**src/rtl/alu_pkg.sv**
```systemverilog
// Shared definitions for the serial ALU sequencer.
// It holds the op-code constants, the FSM state encoding and the op remapping
// that turns a user op into the op driven onto the 4-bit slice.
package alu_pkg;

    localparam int unsigned NIB_W = 4;
    localparam int unsigned OP_W  = 3;

    localparam logic [OP_W-1:0] OP_AND = 3'b000;
    localparam logic [OP_W-1:0] OP_OR  = 3'b001;
    localparam logic [OP_W-1:0] OP_ADD = 3'b010;
    localparam logic [OP_W-1:0] OP_SUB = 3'b110;
    localparam logic [OP_W-1:0] OP_SLT = 3'b111;

    typedef enum logic [1:0] {
        IDLE = 2'd0,
        RUN  = 2'd1,
        DONE = 2'd2
    } state_e;

    // SLT runs as a subtraction, and its result is fixed up at the end.
    // Undefined codes fall back to AND.
    function automatic logic [OP_W-1:0] eff_op(input logic [OP_W-1:0] op);
        logic [OP_W-1:0] r;
        case (op)
            OP_AND, OP_OR, OP_ADD, OP_SUB: r = op;
            OP_SLT:                        r = OP_SUB;
            default:                       r = OP_AND;
        endcase
        return r;
    endfunction

endpackage

```
**src/rtl/ALU4Bit.sv**
```systemverilog
// 4-bit ALU slice. This is combinational and is meant to be chained through cin/cout.
// Ports: a, b    - nibble operands
//        cin     - carry in
//        less    - value returned for op[1:0]==11 (slt chaining)
//        op      - op[2] inverts b; op[1:0]: 00 AND, 01 OR, 10 sum, 11 less
//        result  - nibble result
//        cout    - adder carry out
//        set     - sign of the raw result (adder MSB when op[1:0]==11)
module ALU4Bit (
    input  logic [3:0] a,
    input  logic [3:0] b,
    input  logic       cin,
    input  logic       less,
    input  logic [2:0] op,
    output logic [3:0] result,
    output logic       cout,
    output logic       set
);

    logic [3:0] b_eff;
    logic [4:0] sum;
    logic [3:0] res_c;

    // Adder, with optional inversion of b for subtract.
    always_comb begin
        b_eff = op[2] ? ~b : b;
        sum   = {1'b0, a} + {1'b0, b_eff} + {4'b0000, cin};
        case (op[1:0])
            2'b00:   res_c = a & b;
            2'b01:   res_c = a | b;
            2'b10:   res_c = sum[3:0];
            default: res_c = {3'b000, less};
        endcase
        result = res_c;
        cout   = sum[4];
        set    = (op[1:0] == 2'b11) ? sum[3] : res_c[3];
    end

endmodule

```
**src/rtl/alu_serial_sequencer.sv**
```systemverilog
// Multi-cycle wrapper that runs a W-bit operation through one ALU4Bit slice,
// one nibble per clock, LSB nibble first, with the carry chained through a register.
// Ports: clk, rst (sync, active high)
//        start, a, b, op - request, sampled only while ready=1
//        ready           - high in IDLE/DONE
//        done            - one-cycle pulse when result/flags update
//        result, cout, zero, set - held until the next completion
module alu_serial_sequencer
    import alu_pkg::*;
#(
    parameter int unsigned NIBBLES = 4
) (
    input  logic                   clk,
    input  logic                   rst,
    input  logic                   start,
    input  logic [4*NIBBLES-1:0]   a,
    input  logic [4*NIBBLES-1:0]   b,
    input  logic [2:0]             op,
    output logic                   ready,
    output logic                   done,
    output logic [4*NIBBLES-1:0]   result,
    output logic                   cout,
    output logic                   zero,
    output logic                   set
);

    localparam int unsigned W  = NIB_W * NIBBLES;
    localparam int unsigned IW = (NIBBLES > 1) ? $clog2(NIBBLES) : 1;

    state_e          state_q, state_d;
    logic [IW-1:0]   idx_q, idx_d;
    logic [W-1:0]    a_q, a_d, b_q, b_d;
    logic [OP_W-1:0] op_q, op_d;
    logic            slt_q, slt_d;
    logic            arith_q, arith_d;
    logic            carry_q, carry_d;
    logic            zacc_q, zacc_d;
    logic [W-1:0]    acc_q, acc_d;
    logic [W-1:0]    result_q, result_d;
    logic            cout_q, cout_d;
    logic            zero_q, zero_d;
    logic            set_q, set_d;
    logic            ready_q, ready_d;
    logic            done_q, done_d;

    logic [3:0]      slice_a, slice_b, slice_res;
    logic            slice_cin, slice_cout, slice_set;

    // Nibble mux and carry-in selection for the slice.
    always_comb begin
        slice_a   = 4'(a_q >> {idx_q, 2'b00});
        slice_b   = 4'(b_q >> {idx_q, 2'b00});
        slice_cin = (idx_q == '0) ? op_q[2] : carry_q;
    end

    ALU4Bit u_slice (
        .a      (slice_a),
        .b      (slice_b),
        .cin    (slice_cin),
        .less   (1'b0),
        .op     (op_q),
        .result (slice_res),
        .cout   (slice_cout),
        .set    (slice_set)
    );

    // Next-state logic: the FSM, result assembly and flag generation.
    always_comb begin
        state_d  = state_q;
        idx_d    = idx_q;
        a_d      = a_q;
        b_d      = b_q;
        op_d     = op_q;
        slt_d    = slt_q;
        arith_d  = arith_q;
        carry_d  = carry_q;
        zacc_d   = zacc_q;
        acc_d    = acc_q;
        result_d = result_q;
        cout_d   = cout_q;
        zero_d   = zero_q;
        set_d    = set_q;
        done_d   = 1'b0;

        case (state_q)
            IDLE, DONE: begin
                if (start) begin
                    a_d     = a;
                    b_d     = b;
                    op_d    = eff_op(op);
                    slt_d   = (op == OP_SLT);
                    arith_d = (op == OP_ADD) || (op == OP_SUB);
                    idx_d   = '0;
                    zacc_d  = 1'b1;
                    carry_d = 1'b0;
                    state_d = RUN;
                end else begin
                    state_d = IDLE;
                end
            end
            RUN: begin
                for (int unsigned i = 0; i < NIBBLES; i++) begin
                    if (idx_q == IW'(i)) acc_d[4*i +: 4] = slice_res;
                end
                carry_d = slice_cout;
                zacc_d  = zacc_q & (slice_res == 4'h0);
                if (idx_q == IW'(NIBBLES - 1)) begin
                    // The last nibble publishes everything. The SLT result collapses to its sign bit.
                    result_d = slt_q ? W'(slice_set) : acc_d;
                    cout_d   = arith_q & slice_cout;
                    zero_d   = slt_q ? ~slice_set : zacc_d;
                    set_d    = slice_set;
                    done_d   = 1'b1;
                    state_d  = DONE;
                end else begin
                    idx_d = idx_q + IW'(1);
                end
            end
            default: state_d = IDLE;
        endcase

        ready_d = (state_d != RUN);
    end

    // State register. Reset is synchronous and wins over start.
    always_ff @(posedge clk) begin
        if (rst) begin
            state_q  <= IDLE;
            idx_q    <= '0;
            a_q      <= '0;
            b_q      <= '0;
            op_q     <= '0;
            slt_q    <= 1'b0;
            arith_q  <= 1'b0;
            carry_q  <= 1'b0;
            zacc_q   <= 1'b0;
            acc_q    <= '0;
            result_q <= '0;
            cout_q   <= 1'b0;
            zero_q   <= 1'b0;
            set_q    <= 1'b0;
            ready_q  <= 1'b1;
            done_q   <= 1'b0;
        end else begin
            state_q  <= state_d;
            idx_q    <= idx_d;
            a_q      <= a_d;
            b_q      <= b_d;
            op_q     <= op_d;
            slt_q    <= slt_d;
            arith_q  <= arith_d;
            carry_q  <= carry_d;
            zacc_q   <= zacc_d;
            acc_q    <= acc_d;
            result_q <= result_d;
            cout_q   <= cout_d;
            zero_q   <= zero_d;
            set_q    <= set_d;
            ready_q  <= ready_d;
            done_q   <= done_d;
        end
    end

    assign ready  = ready_q;
    assign done   = done_q;
    assign result = result_q;
    assign cout   = cout_q;
    assign zero   = zero_q;
    assign set    = set_q;

endmodule

```
**config.mk**
```make
export PLATFORM = sky130hd
export DESIGN_NAME = alu_serial_sequencer
export DESIGN_NICKNAME = d
export VERILOG_FILES = /design/src/rtl/alu_pkg.sv /design/src/rtl/ALU4Bit.sv /design/src/rtl/alu_serial_sequencer.sv
export SDC_FILE = /design/constraint.sdc
export NUM_CORES = 1
export LEC_CHECK = 0
export ABC_AREA = 1
export BUFFER_PORTS_ARGS = -buffer_cell sky130_fd_sc_hd__buf_2
export CORE_MARGIN = 2
export CORE_UTILIZATION = 55
export DETAILED_ROUTE_END_ITERATION = 10
export PLACE_DENSITY_LB_ADDON = 0.12
export SYNTH_ARGS = -nofsm -noshare
export SYNTH_HDL_FRONTEND = slang
export SYNTH_SLANG_ARGS = --single-unit
```
**constraint.sdc**
```tcl
create_clock -name clk -period 3.7 [get_ports clk]
set_input_delay 0.185 -clock clk [delete_from_list [all_inputs] [get_ports clk]]
set_output_delay 0.185 -clock clk [all_outputs]
set_load 0.1 [all_outputs]
```
* Yosys cells after proc, flatten, opt, wreduce, memory -nomap -nowiden
Index checks and enable logic that the tools add are counted.
** Operators by class
- Add/sub/neg operators :: 3
- Eq/ne operators :: 15
- Shifts and indexed selects :: 2
- Multiplexer cells :: 22
- Bitwise gates (word level) :: 7
- Reductions and logical operators :: 14
** Operators by type and width (number)
- 16-bit by 4-bit right shift with 4-bit output :: 2
- 4-bit 2-to-1 mux :: 5
- 16-bit 2-to-1 mux :: 1
- 4-bit one-hot mux with 3 select lines :: 1
- 2-bit equality test, second input constant :: 5
- 2-bit one-hot mux with 2 select lines :: 2
- 1-bit 2-to-1 mux :: 7
- 2-bit by 1-bit equality test with 1-bit output, second input constant :: 3
- 3-bit equality test, second input constant :: 2
- 2-bit logical NOT :: 3
- 2-bit 2-to-1 mux :: 3
- 3-bit one-hot mux with 2 select lines :: 1
- 2-bit AND reduction :: 3
- 4-bit by 4-bit adder with 5-bit output :: 1
- 5-bit by 1-bit adder with 5-bit output :: 1
- 4-bit bitwise AND :: 1
- 4-bit logical NOT :: 1
- 2-bit inequality test, second input constant :: 2
- 4-bit NOT :: 1
- 4-bit OR :: 1
- 1-bit one-hot mux with 2 select lines :: 2
- 2-bit OR reduction :: 2
- 4-bit OR reduction :: 1
- 3-bit by 1-bit equality test with 1-bit output, second input constant :: 1
- 9 further kinds :: 11
** Storage, ports and cells
- Flip-flop bits (word level) :: 80
- Bits of input ports :: 38
- Logic and storage cells :: 79

* Depth between registers and ports, before layout
- Word-level depth :: 9
- Mapped depth :: 20
- Mapped depth without buffers :: 18

* Modules after synthesis
From an unflattened synthesis, not the netlist that was laid out.
** Second synthesis, totals
- Cell total of the unflattened synthesis :: 502
- Area, all modules :: 3584.7 um^2
** Modules (own cells, without submodules)
- alu_serial_sequencer :: instances 1, cells each 454, area an instance 3266.9 um^2, sequential area each 1601.5 um^2
- ALU4Bit :: instances 1, cells each 48, area an instance 317.8 um^2, sequential area each 0.0 um^2

* Least setup slack after synthesis
No wires, ideal clock.
- Path type :: flip-flop to flip-flop
- From :: reg idx_q[0]
- To :: reg zero_q, in the netlist zero
- Library setup time :: 67 ps
- Arrival time :: 2549 ps
- Data required time :: 3633 ps
- Setup slack :: 1084 ps
- Stages on the path, launching flop included :: 18
- Path buffers :: 3
- Clock period less this slack :: 2616 ps
- Cells stage by stage :: dfxtp_1 > buf_6 > inv_8 > buf_8 > ha_1 > buf_2 > nand2_1 > o21ai_0 > fa_1 > inv_1 > fa_1 > nand2_1 > nand3_2 > nor2_1 > nand2_1 > nand2_1 > nand2_1 > a21oi_2
** Between the ends
- Cells in the longest elaborated chain, start to end :: 9
- Elaborated cells on any way between the ends :: 18
- Those cells by class :: 2 x add/sub; 1 x eq/ne; 2 x shift; 5 x mux; 5 x bitwise; 3 x reduce/logical
** Ends and longest elaborated chain
- start, declared :: line alu_serial_sequencer.sv:31 : logic [IW-1:0] idx_q, idx_d;
- start signal, assigned :: line alu_serial_sequencer.sv:146 : idx_q <= idx_d;
- 16-bit by 4-bit right shift with 4-bit output :: line alu_serial_sequencer.sv:52 : slice_b = 4'(b_q >> {idx_q, 2'b00});
- 4-bit NOT :: line ALU4Bit.sv:26 : b_eff = op[2] ? ~b : b;
- 4-bit 2-to-1 mux :: line ALU4Bit.sv:26
- 4-bit by 4-bit adder with 5-bit output :: line ALU4Bit.sv:27 : sum = {1'b0, a} + {1'b0, b_eff} + {4'b0000, cin};
- 5-bit by 1-bit adder with 5-bit output :: line ALU4Bit.sv:27
- 4-bit one-hot mux with 3 select lines :: line ALU4Bit.sv:28 : case (op[1:0])
- 4-bit logical NOT or 1-bit 2-to-1 mux (tied branches) :: line alu_serial_sequencer.sv:106, ALU4Bit.sv:36
- 1-bit bitwise AND or 1-bit NOT (tied branches) :: line alu_serial_sequencer.sv:106, alu_serial_sequencer.sv:111
- 1-bit 2-to-1 mux :: line alu_serial_sequencer.sv:111 : zero_d = slt_q ? ~slice_set : zacc_d;
- end signal, assigned :: line alu_serial_sequencer.sv:157 : zero_q <= zero_d;
- end, declared :: line alu_serial_sequencer.sv:41 : logic zero_q, zero_d;
Parallel ways exist; a longest one is shown, timed or not.
A chain may end at the register's enable or synchronous reset.

* Worst setup path after layout
- From :: reg idx_q[0]
- To :: reg acc_q[9]
** Between the ends
- Cells in the longest elaborated chain, start to end :: 7
- Elaborated cells on any way between the ends :: 13
- Those cells by class :: 2 x add/sub; 1 x eq/ne; 2 x shift; 4 x mux; 3 x bitwise; 1 x reduce/logical
** Ends and longest elaborated chain
- 16-bit by 4-bit right shift with 4-bit output :: line alu_serial_sequencer.sv:52
- 4-bit NOT :: line ALU4Bit.sv:26
- 4-bit 2-to-1 mux :: line ALU4Bit.sv:26
- 4-bit by 4-bit adder with 5-bit output :: line ALU4Bit.sv:27
- 5-bit by 1-bit adder with 5-bit output :: line ALU4Bit.sv:27
- 4-bit one-hot mux with 3 select lines :: line ALU4Bit.sv:28
- 4-bit 2-to-1 mux (*) :: line alu_serial_sequencer.sv:103 : if (idx_q == IW'(i)) acc_d[4*i +: 4] = slice_res;
- end signal, assigned :: line alu_serial_sequencer.sv:137 : acc_q <= '0;
- end signal, assigned :: line alu_serial_sequencer.sv:154 : acc_q <= acc_d;
- end, declared :: line alu_serial_sequencer.sv:38 : logic [W-1:0] acc_q, acc_d;
Every way passes the cells marked *; elsewhere a longest branch is shown, timed or not.

==> impl_metrics.ini <==
[worst_setup_path]
crit_type = flop to flop
worstPathMaxFanout = 19
worst_ep_required_time_ns = 3.95
critPathLaunchType = flop
crit_arrival_ns = 3.28
end_kind = flop
worstRegToRegCells = 13

[power]
internal_power_uw = 1330
vdd_drop_max_mv = 0.349
p_clk_frac = 0.323
power_uw = 1920
p_leak_uw = 0.00184
p_comb_frac = 0.205
p_seq_frac = 0.472
swShare = 0.308
power.density_nw_per_um2 = 478
p_sw_uw = 590

[detailed_routing]
post_drt_wl_per_cell_um = 12.9
wl_mm = 8.01
drt_pass1_iterations = 4
vias_per_cell = 5.25
vias = 3259
first_iter_violations = 141
ant_nets = 0
remaining_drc_errors = 0

[timing]
min_period_over_period = 0.820
finClkSkew_ns = 0.00932
timing.fmax_ghz = 0.330
setup_violations = 0
fin_tns_setup_ns = 0
fin_crit_ns = 3.03
worst_pin_slew_ns = 1.21
final_max_slew_viol_count = 0
relSlewSlack = 0.192
finalHoldViolations = 0
rsz0062_at_grt = no

[clocking]
root_buffer = clkbuf_8
clock-sinks = 76
post_cts_buffers = 0
clkTransAtPathRegs_ns = 0.07
cts_tree = yes
clock_latency_ns = 0.36
clockBufferDepth = 2
numCtsBuffers = 9
hold_buffers = 0
post_cts_resized = 0
htree_levels = 3

[outcome]
status = finished, final reports clean

[final_layout]
num-fill-cells = 605
fin_util = 0.636
n_antenna_cell = 0
drive_gt1_frac = 0.188
area_growth_pct = 12.8
final_nets = 587

[grt]
grt_pass1_vias = 3138
track_usage = 0.239
grt_max_degree = 49
grt_antenna_before_repair = 0
grt_pass1_wl_mm = 13.8
grt_overflow = 0

[placed_design]
port_buffers = 58
finalWeightedCongestion = 0.877
dp_hpwl_mm = 5.61

[floorplan]
fp-row-count = 29
fp.dieW_um = 84.4
start_util = 0.563
fp.dieH_um = 84.4
coreArea_um2 = 6310
dieArea_um2 = 7120
ioPinCount = 59

[yosys]
synth_area_um2 = 3560
ys_seq_area_frac = 0.428
ys.warnings.count = 0
ys_seq_elements = 76
syn_inst = 495
synthDistinctLibCells = 32
synth.net_count = 542
avgSynthCellArea_um2 = 7.18

[worst_hold_path]
holdPathStages = 3
hold_path_class = input pin to flop

[flow_run]
cap_violations = 0
## registers in the layout, summed over array words and instances (netlist names)
name     flops
acc_q       12
set          1
zacc_q       1
idx_q        2
cout         1
zero         1
carry_q      1
result      16
a_q         16
slt_q        1
arith_q      1
b_q         16
done         1
state_q      2
ready        1
op_q         3
## stage by stage
| step | instance area [um^2] | cells | setup slack (ns) | hold slack (ns) |
|---|---|---|---|---|
| after floorplan | 3560 | 495 | 1.08 | 0.333 |
| after global placement | 3820 | 606 | 0.851 | 0.435 |
| after detailed placement | 3820 | 606 | 0.716 | 0.440 |
| after CTS | 4010 | 621 | 0.697 | 0.0661 |
| after global routing | 4010 | 621 | 0.308 | 0.0777 |
| final | 4010 | 621 | 0.666 | 0.0753 |
## routing by layer
| metal | global-route usage | part of all wire | vias to the layer above |
|---|---|---|---|
| met5 | 0 | 0 | - |
| met1 | 0.300 | 0.48 | 1501 |
| met3 | 0.0737 | 0.046 | 8 |
| met4 | 0.0664 | 0.0096 | 0 |
| met2 | 0.398 | 0.47 | 62 |
| li1 | - | - | 1688 |
## critical path, stage by stage (launching register included)
cell and delay (ns):
dfxtp_1 0.67, inv_8 0.13, ha_1 0.38, nand2_1 0.12, o21ai_0 0.11, fa_1 0.39
inv_1 0.09, fa_1 0.42, nand2_1 0.09, nand3_2 0.14, nand2_1 0.09, o21ai_1 0.08
o21ai_0 0.17, inv_1 0.05
## final timing paths
| kind | start | endpoint | slack, ns |
|---|---|---|---|
| worst max register to register | idx_q[0] | acc_q[9] | 0.67 |
| worst min-delay path | b[14] | b_q[14] | 0.08 |
| worst max-delay path | idx_q[0] | acc_q[9] | 0.67 |
| worst min register to register | result[14] | result[14] | 0.46 |
## placed cells by master, fill, tap and decap left out, drive strengths merged
master,instances
nand3,30
or2,1
o211ai,8
nor2,87
nand2,108
clkbuf,10
and2,1
xor2,4
nor3,2
ha,7
clkinv,3
clkinvlp,1
inv,38
a21oi,38
fa,2
dfxtp,76
a211oi,1
buf,61
bufinv,1
mux2i,1
a22oi,1
o21ai,63
## kinds of logic after synthesis
group	Yosys count	share of synthesized area
compound gates	111	0.166
xor+xnor	4	0.00985
fa+ha+maj	9	0.0359
buf+inv	65	0.0830
flops	76	0.428
mux	1	0.00282
simple gates	229	0.274
## power by group through the flow
stage                     logic, uW  registers, uW  clock network, uW
after global routing            449            912                657
after floorplan                 296            930                  0
after global placement          376            924                  0
after detailed placement        392            924                  0
final                           393            906                619
after CTS                       393            906                627
## cell usage after synthesis
cell type | instances | area share
ha_1 | 7 | 0.025
a211oi_1 | 1 | 0.0021
buf_8 | 1 | 0.0042
and2_1 | 1 | 0.0018
nor3_1 | 2 | 0.0028
a21oi_2 | 1 | 0.0025
inv_4 | 1 | 0.0018
o211ai_1 | 8 | 0.017
inv_2 | 4 | 0.0042
nand2_1 | 102 | 0.11
clkbuf_1 | 19 | 0.020
nor2_1 | 83 | 0.088
o21ai_1 | 6 | 0.0084
nand3_2 | 7 | 0.020
buf_6 | 3 | 0.0095
buf_4 | 1 | 0.0021
inv_1 | 32 | 0.034
nor2_2 | 2 | 0.0035
a21oi_1 | 37 | 0.052
dfxtp_1 | 76 | 0.43
o21ai_2 | 2 | 0.0049
o21ai_0 | 55 | 0.077
xor2_1 | 4 | 0.0099
nand2_2 | 6 | 0.011
nor2_4 | 2 | 0.0063
inv_8 | 1 | 0.0032
nand3_1 | 23 | 0.032
fa_1 | 2 | 0.011
mux2i_1 | 1 | 0.0028
or2_1 | 1 | 0.0018
a22oi_1 | 1 | 0.0021
buf_2 | 3 | 0.0042
## layout make-up
cell class              instances  area (um^2)  share of cell area
clock buffers                  10          138              0.0343
clock inverters                 5         52.6              0.0131
inverters                      38          153              0.0380
multi-input cells             354         1740               0.433
flip-flops and latches         76         1520               0.379
well taps                      77         96.3              0.0240
repair buffers                 61          313              0.0780
Power figures use the tool's default switching activity.
